--- src/rtl/rom_stream_pkg.sv ---
// Shared constants, FSM state type and beat payload for the ROM byte streamer.
// ZIGZAG_ORDER_EN adds the 8x8 zigzag scan table used to remap issued addresses.
package rom_stream_pkg;

    localparam int unsigned ADDR_W = 6;
    localparam int unsigned DATA_W = 8;
    localparam int unsigned CNT_W  = ADDR_W + 1;

    typedef enum logic [1:0] {
        IDLE  = 2'd0,
        RUN   = 2'd1,
        DRAIN = 2'd2,
        DONE  = 2'd3
    } state_t;

    typedef struct packed {
        logic              last;
        logic [DATA_W-1:0] data;
    } beat_t;

`ifdef ZIGZAG_ORDER_EN
    localparam logic [ADDR_W-1:0] ZZ_LUT [64] = '{
        6'd0,  6'd1,  6'd8,  6'd16, 6'd9,  6'd2,  6'd3,  6'd10,
        6'd17, 6'd24, 6'd32, 6'd25, 6'd18, 6'd11, 6'd4,  6'd5,
        6'd12, 6'd19, 6'd26, 6'd33, 6'd40, 6'd48, 6'd41, 6'd34,
        6'd27, 6'd20, 6'd13, 6'd6,  6'd7,  6'd14, 6'd21, 6'd28,
        6'd35, 6'd42, 6'd49, 6'd56, 6'd57, 6'd50, 6'd43, 6'd36,
        6'd29, 6'd22, 6'd15, 6'd23, 6'd30, 6'd37, 6'd44, 6'd51,
        6'd58, 6'd59, 6'd52, 6'd45, 6'd38, 6'd31, 6'd39, 6'd46,
        6'd53, 6'd60, 6'd61, 6'd54, 6'd47, 6'd55, 6'd62, 6'd63
    };
`endif

    // Maps a linear walk position onto the ROM byte address actually read.
    function automatic logic [ADDR_W-1:0] map_addr(input logic [ADDR_W-1:0] pos);
`ifdef ZIGZAG_ORDER_EN
        return ZZ_LUT[pos];
`else
        return pos;
`endif
    endfunction

endpackage

--- src/rtl/rom_byte_streamer_if.sv ---
// Valid/ready byte stream with a last flag; master drives data, slave drives ready.
interface rom_byte_streamer_if;

    logic                             valid;
    logic [rom_stream_pkg::DATA_W-1:0] data;
    logic                             last;
    logic                             ready;

    modport master (output valid, output data, output last, input ready);
    modport slave  (input valid, input data, input last, output ready);

endinterface

--- src/rtl/byte_fifo.sv ---
// Synchronous power-of-two FIFO with registered occupancy/full/empty and a
// combinational head read so the stream sees data the cycle it is written.
module byte_fifo #(
    parameter int unsigned DEPTH = 4,
    parameter int unsigned WIDTH = 9
) (
    input  logic                     clk,
    input  logic                     rst,
    input  logic                     push,
    input  logic [WIDTH-1:0]         wdata,
    input  logic                     pop,
    output logic [WIDTH-1:0]         rdata_c,
    output logic                     full,
    output logic                     empty,
    output logic [$clog2(DEPTH):0]   level
);

    localparam int unsigned PTR_W = $clog2(DEPTH);
    localparam int unsigned LVL_W = PTR_W + 1;

    logic [WIDTH-1:0] mem [DEPTH];
    logic [PTR_W-1:0] wr_ptr;
    logic [PTR_W-1:0] rd_ptr;
    logic             do_push;
    logic             do_pop;
    logic [LVL_W-1:0] level_nx;

    assign do_pop  = pop && !empty;
    assign do_push = push && (!full || do_pop);

    always_comb begin
        level_nx = level;
        case ({do_push, do_pop})
            2'b10:   level_nx = level + LVL_W'(1);
            2'b01:   level_nx = level - LVL_W'(1);
            default: level_nx = level;
        endcase
    end

    always_ff @(posedge clk) begin
        if (rst) begin
            mem    <= '{default: '0};
            wr_ptr <= '0;
            rd_ptr <= '0;
            level  <= '0;
            empty  <= 1'b1;
            full   <= 1'b0;
        end else begin
            if (do_push) begin
                mem[wr_ptr] <= wdata;
                wr_ptr      <= wr_ptr + PTR_W'(1);
            end
            if (do_pop) begin
                rd_ptr <= rd_ptr + PTR_W'(1);
            end
            level <= level_nx;
            empty <= (level_nx == '0);
            full  <= (level_nx == LVL_W'(DEPTH));
        end
    end

    assign rdata_c = mem[rd_ptr];

endmodule

--- src/rtl/rom_byte_streamer.sv ---
// Walks a run of ROM byte addresses, captures the 1-cycle-latency ROM data into
// a FIFO and streams it out with a last flag. ZIGZAG_ORDER_EN selects zigzag order.
module rom_byte_streamer
    import rom_stream_pkg::*;
#(
    parameter int unsigned DEPTH = 4
) (
    input  logic               clk,
    input  logic               rst,
    input  logic               start,
    input  logic [ADDR_W-1:0]  base_addr,
    input  logic [CNT_W-1:0]   count,
    output logic               busy,
    output logic               done,
    output logic [ADDR_W-1:0]  rom_addr,
    input  logic [DATA_W-1:0]  rom_dout,
    rom_byte_streamer_if.master m
);

    localparam int unsigned LVL_W = $clog2(DEPTH) + 1;
    localparam int unsigned CR_W  = LVL_W + 1;

    state_t            state;
    state_t            state_nx;
    logic [ADDR_W-1:0] base_q;
    logic [CNT_W-1:0]  count_q;
    logic [CNT_W-1:0]  idx;
    logic              issue_q;
    logic              issue_last_q;
    logic              tag_q;
    logic              tag_last_q;

    logic [LVL_W-1:0]  fifo_level;
    logic              fifo_full;
    logic              fifo_empty;
    beat_t             push_beat;
    beat_t             head_beat;

    logic              pop_c;
    logic              accept_c;
    logic              zero_cmd_c;
    logic              credit_c;
    logic              run_last_c;
    logic              drain_done_c;
    logic              issue_c;
    logic              issue_last_c;
    logic [ADDR_W-1:0] issue_addr_c;
    logic [CNT_W-1:0]  idx_nx;
    logic              busy_c;
    logic              done_c;

    assign pop_c      = m.valid && m.ready;
    assign accept_c   = (state == IDLE) && start && (count != '0);
    assign zero_cmd_c = (state == IDLE) && start && (count == '0);
    assign run_last_c = ((idx + CNT_W'(1)) == count_q);

    // Both the address stage and the data stage count against FIFO space.
    assign credit_c = ((CR_W'(fifo_level) + CR_W'(issue_q) + CR_W'(tag_q)) < CR_W'(DEPTH))
                      && !fifo_full;

    assign drain_done_c = !issue_q && !tag_q && (fifo_level == LVL_W'(1))
                          && pop_c && m.last;

    // FSM state register
    always_ff @(posedge clk) begin
        if (rst) begin
            state <= IDLE;
        end else begin
            state <= state_nx;
        end
    end

    // FSM next state
    always_comb begin
        state_nx = state;
        case (state)
            IDLE:    if (accept_c) state_nx = (count == CNT_W'(1)) ? DRAIN : RUN;
            RUN:     if (credit_c && run_last_c) state_nx = DRAIN;
            DRAIN:   if (drain_done_c) state_nx = DONE;
            DONE:    state_nx = IDLE;
            default: state_nx = IDLE;
        endcase
    end

    // FSM outputs: read issue decision and next values of the status flags
    always_comb begin
        issue_c      = 1'b0;
        issue_last_c = 1'b0;
        issue_addr_c = rom_addr;
        idx_nx       = idx;
        busy_c       = (state_nx == RUN) || (state_nx == DRAIN);
        done_c       = (state_nx == DONE) || zero_cmd_c;
        case (state)
            IDLE: begin
                if (accept_c) begin
                    issue_c      = 1'b1;
                    issue_last_c = (count == CNT_W'(1));
                    issue_addr_c = map_addr(base_addr);
                    idx_nx       = CNT_W'(1);
                end
            end
            RUN: begin
                if (credit_c) begin
                    issue_c      = 1'b1;
                    issue_last_c = run_last_c;
                    issue_addr_c = map_addr(base_q + idx[ADDR_W-1:0]);
                    idx_nx       = idx + CNT_W'(1);
                end
            end
            default: ;
        endcase
    end

    // Command latch, ROM address and the two-stage read tag pipeline
    always_ff @(posedge clk) begin
        if (rst) begin
            base_q       <= '0;
            count_q      <= '0;
            idx          <= '0;
            rom_addr     <= '0;
            issue_q      <= 1'b0;
            issue_last_q <= 1'b0;
            tag_q        <= 1'b0;
            tag_last_q   <= 1'b0;
            busy         <= 1'b0;
            done         <= 1'b0;
        end else begin
            if (accept_c) begin
                base_q  <= base_addr;
                count_q <= count;
            end
            if (issue_c) begin
                rom_addr <= issue_addr_c;
            end
            idx          <= idx_nx;
            issue_q      <= issue_c;
            issue_last_q <= issue_c && issue_last_c;
            tag_q        <= issue_q;
            tag_last_q   <= issue_last_q;
            busy         <= busy_c;
            done         <= done_c;
        end
    end

    assign push_beat = '{last: tag_last_q, data: rom_dout};

    byte_fifo #(
        .DEPTH (DEPTH),
        .WIDTH ($bits(beat_t))
    ) u_fifo (
        .clk     (clk),
        .rst     (rst),
        .push    (tag_q),
        .wdata   (push_beat),
        .pop     (pop_c),
        .rdata_c (head_beat),
        .full    (fifo_full),
        .empty   (fifo_empty),
        .level   (fifo_level)
    );

    assign m.valid = !fifo_empty;
    assign m.data  = head_beat.data;
    assign m.last  = head_beat.last;

endmodule
--- src/flat_wrapper.sv ---
// flat-port wrapper written by rule: the top's interface ports become plain ports
module rom_byte_streamer_flat import rom_stream_pkg::*;
#(
    parameter int unsigned DEPTH = 4
)
  (clk, rst, start, base_addr, count, busy, done, rom_addr, rom_dout, m_valid, m_data, m_last, m_ready);
  rom_byte_streamer_if m_i ();
  input  logic clk;
  input  logic rst;
  input  logic start;
  input  logic [ADDR_W-1:0] base_addr;
  input  logic [CNT_W-1:0] count;
  output logic busy;
  output logic done;
  output logic [ADDR_W-1:0] rom_addr;
  input  logic [DATA_W-1:0] rom_dout;
  output wire logic [$bits(m_i.valid)-1:0] m_valid;
  output wire logic [$bits(m_i.data)-1:0] m_data;
  output wire logic [$bits(m_i.last)-1:0] m_last;
  input wire logic [$bits(m_i.ready)-1:0] m_ready;
  assign m_valid = m_i.valid;
  assign m_data = m_i.data;
  assign m_last = m_i.last;
  assign m_i.ready = m_ready;
  rom_byte_streamer #(.DEPTH(DEPTH)) u_core (.clk(clk), .rst(rst), .start(start), .base_addr(base_addr), .count(count), .busy(busy), .done(done), .rom_addr(rom_addr), .rom_dout(rom_dout), .m(m_i));
endmodule
--- config.mk ---
export PLATFORM = sky130hd
export DESIGN_NAME = rom_byte_streamer_flat
export DESIGN_NICKNAME = d
export VERILOG_FILES = /design/src/rtl/rom_stream_pkg.sv /design/src/rtl/rom_byte_streamer_if.sv /design/src/rtl/byte_fifo.sv /design/src/rtl/rom_byte_streamer.sv /design/src/flat_wrapper.sv
export SDC_FILE = /design/constraint.sdc
export NUM_CORES = 1
export LEC_CHECK = 0
export ABC_CLOCK_PERIOD_IN_PS = 2500
export CAP_MARGIN = 20
export CORE_ASPECT_RATIO = 1.75
export CORE_MARGIN = 5
export CORE_UTILIZATION = 53
export CTS_BUF_LIST = sky130_fd_sc_hd__clkbuf_8
export CTS_CLUSTER_DIAMETER = 50
export DETAILED_ROUTE_END_ITERATION = 12
export HOLD_SLACK_MARGIN = 0.06
export PLACE_DENSITY = 0.8
export SLEW_MARGIN = 0
export SYNTH_ARGS = -nofsm -noshare
export SYNTH_HDL_FRONTEND = slang
export SYNTH_SLANG_ARGS = --single-unit
--- constraint.sdc ---
create_clock -name clk -period 2.5 [get_ports clk]
set_input_delay 0.375 -clock clk [delete_from_list [all_inputs] [get_ports clk]]
set_output_delay 0.375 -clock clk [all_outputs]
set_load 0.01 [all_outputs]
==> qor.yml <==
hold_viol: 0
combPwrFrac: 0.181
synth.distinct_cells: 52
timing.rr.end: "u_core.busy"
layout_commonest_cell: "dfxtp_1"
critPathKind: "flop to output pin"
finalSetupViolCount: 0
min_path_cells: 2
num_vias: 3339
synth_area_sq_um: 3817
fp.dieW_um: 74.16
drive_gt1_frac: 0.1253
leakage_nw: 1.734
place_ws_ns: 0.01892
slew_viol_final: 0
finalWorstSetupSlack_ns: 0.07967
clkPwrFrac: 0.330
drc: 0
met3_usage: 0.05492
grt_max_degree: 44
root_buffer: "clkbuf_8"
placed_area_sq_um: 4394
finalPower_mw: 2.777
skew_ns: 0.01019
cts_buffer_depth: 2
die_h_um: 122.3
fin_crit_sh: 0.9681
io_pins: 43
vdd_drop_max_mv: 0.3922
htreeDepth: 3
fin_util: 0.6431
globalRouteMet1Util: 0.2008
use_met2: 0.3922
status: "completed"
stdcell_count: 581
r2r_slack_ns: 0.15
wl_per_cell_um: 15.43
crit_slowest_cell: "mux4_2"
tightest_slew_ns: 0.4756
tns_ns: 0
layout_common_cells: "dfxtp_1 (77), nand2_1 (59), a21oi_1 (59)"
switching_share: 0.2775
post-place-cells: 565
maxCapViolCount: 0
yosysWarnings: 0
clock_latency_ns: 0.35
gr-max-usage-layer: "met2"
fp.dieArea_sq_um: 9067
timing.final.crit_period_ns: 2.420
areaGrowthSynthToFinish_pct: 20.12
cp_data_required_time_ns: 2.12
power_density_nw_per_um2: 605.5
worst_path_largest_cell_delay_ns: 0.57
hold_path.class: "primary input to flop"
grt_pass1_vias: 3363
hpwl_um: 6530
synth_ff_type: "dfxtp_1"
grt_overflow_total: 0
rr_startpoint: "u_core.idx[1]"
detail_route.wirelength_um: 8962
critPathArrivalTime_ns: 2.05
cp_cell_sequence: "buf_4, mux4_2, clkdlybuf4s50_1"
gp_congestion: 0.8496
final_area_sq_um: 4586
worstPathMaxFanout: 9
core-area_sq_um: 7131
grt_pass1_wl_um: 14600
antenna_found_initial: 0
postSynthAreaPerCell_sq_um: 8.656
cts.sinks: 79
ys_seq_area_frac: 0.4143
start_util: 0.5354
ant_nets: 0
path_clk_slew_ns: 0.08
ys_ff_latch: 79
drt-pass1-iter-count: 5
endpoint_kind: "output pin"
post-cts-setup-buffer-count: 0
r2r_cells: 9
drt_iter0_drc: 252
num_antenna_cells: 0
synth_nets: 484
syn-instance-count: 441
numPortBuffers: 42
hold_slack_ns: 0.3536
fmax_ghz: 0.4132
rows: 41
grt_use_total: 0.2092
p_switching_mw: 0.7706
numCtsBuffers: 9
whs_endpoint: "u_core.count_q[6]"
power_frac_seq: 0.489
synth_edf_count: 0
finalNetCount: 533
slew_headroom: 0.6815
vias_per_cell: 5.747
start_kind: "flop"
cts_tree: "yes"
worstHoldStart: "rst"
rsz0062_at_grt: "false"
p_int_mw: 2.006
async_flop_share: 0
[kinds of logic after synthesis]
kind of cell / count (synthesis) / share of synthesized area
and+or+nand+nor: 171 / 0.2124
AOI/OAI and AO/OA: 96 / 0.1481
DFF: 79 / 0.4143
buffers and inverters: 43 / 0.04785
muxes: 21 / 0.08456
adders and majority gates: 18 / 0.06096
xor gates and xnor gates: 13 / 0.03179
[worst max-delay path: cells and delay by family, from the launching register on]
kind | cells | cell delay, ns
flops | 1 | 0.37
buf+inv | 2 | 0.74
mux | 1 | 0.57
[Yosys cell counts (2+ instances only)]
| master | instances | share of area |
|---|---|---|
| a311oi_1 | 4 | 0.0092 |
| a21oi_1 | 59 | 0.077 |
| nor2b_1 | 5 | 0.0082 |
| buf_6 | 2 | 0.0059 |
| inv_1 | 16 | 0.016 |
| a211oi_1 | 2 | 0.0039 |
| o211ai_1 | 2 | 0.0039 |
| nor4_1 | 2 | 0.0033 |
| mux2i_1 | 12 | 0.031 |
| clkbuf_1 | 18 | 0.018 |
| ha_1 | 17 | 0.056 |
| nor3_1 | 5 | 0.0066 |
| nor2_1 | 39 | 0.038 |
| nand2b_1 | 3 | 0.0049 |
| a21boi_1 | 2 | 0.0039 |
| buf_1 | 2 | 0.0020 |
| nand2_1 | 59 | 0.058 |
| mux4_2 | 9 | 0.053 |
| o311ai_0 | 2 | 0.0046 |
| xnor2_1 | 7 | 0.016 |
| dfxtp_1 | 79 | 0.41 |
| and3_1 | 4 | 0.0066 |
| a31oi_1 | 6 | 0.0098 |
| o211a_1 | 2 | 0.0052 |
| a22oi_1 | 2 | 0.0039 |
| o21ai_0 | 6 | 0.0079 |
| buf_2 | 5 | 0.0066 |
| or3_1 | 2 | 0.0033 |
| and2_1 | 2 | 0.0033 |
| xor2_1 | 5 | 0.011 |
| nand3_1 | 40 | 0.052 |
[power groups by stage]
| stage | registers [mW] | clock network [mW] | logic, mW |
|---|---|---|---|
| global route | 1.36 | 0.989 | 0.555 |
| global placement | 1.38 | 0 | 0.489 |
| finish | 1.36 | 0.917 | 0.503 |
| floorplan | 1.39 | 0 | 0.291 |
| CTS | 1.36 | 0.935 | 0.505 |
| detailed placement | 1.39 | 0 | 0.502 |
[per-layer routing]
layer / up-vias / wire length [um]
met3: 27 / 341
met2: 81 / 4991
li1: 1633 / -
met5: - / 0
met4: 0 / 329
met1: 1598 / 3299
[how the worst max path moves through the flow]
stage | from | end | cells after the start
6_report | u_core.u_fifo.rd_ptr[0] | m_last | 3
5_1_grt | u_core.u_fifo.rd_ptr[0] | m_last | 3
4_1_cts | u_core.u_fifo.rd_ptr[1] | m_data[7] | 2
3_5_place_dp | count[1] | u_core.busy | 9
3_3_place_gp | count[1] | u_core.busy | 9
2_1_floorplan | u_core.idx[0] | u_core.busy | 10
[state kept, by name (all words and copies together), names as in the netlist]
| name | flops |
|---|---|
| u_core.u_fifo.rd_ptr | 2 |
| u_core.issue_q | 1 |
| u_core.state | 2 |
| u_core.count_q | 7 |
| u_core.u_fifo.empty | 1 |
| u_core.base_q | 6 |
| u_core.busy | 1 |
| u_core.u_fifo.wr_ptr | 2 |
| u_core.u_fifo.level | 3 |
| u_core.tag_q | 1 |
| u_core.rom_addr | 6 |
| u_core.u_fifo.full | 1 |
| u_core.done | 1 |
| u_core.tag_last_q | 1 |
| u_core.issue_last_q | 1 |
| u_core.u_fifo.mem | 36 |
| u_core.idx | 7 |
[timing repair]
action / 4_1_cts / 5_1_grt
setup endpoints to repair: 0 / 2
gates resized for setup: 0 / 2
hold buffers: 0 / 0
[final cells by class]
| type | count | area [sq um] |
|---|---|---|
| fill | 611 | 2545 |
| multi-input combinational | 319 | 2057 |
| sequential | 79 | 1584 |
| timing repair buffer | 65 | 588.1 |
| clock buffer | 9 | 123.9 |
| tap | 86 | 107.6 |
| clock inverter | 7 | 65.06 |
| inverter | 16 | 60.06 |
Power figures use the tool's default switching activity.
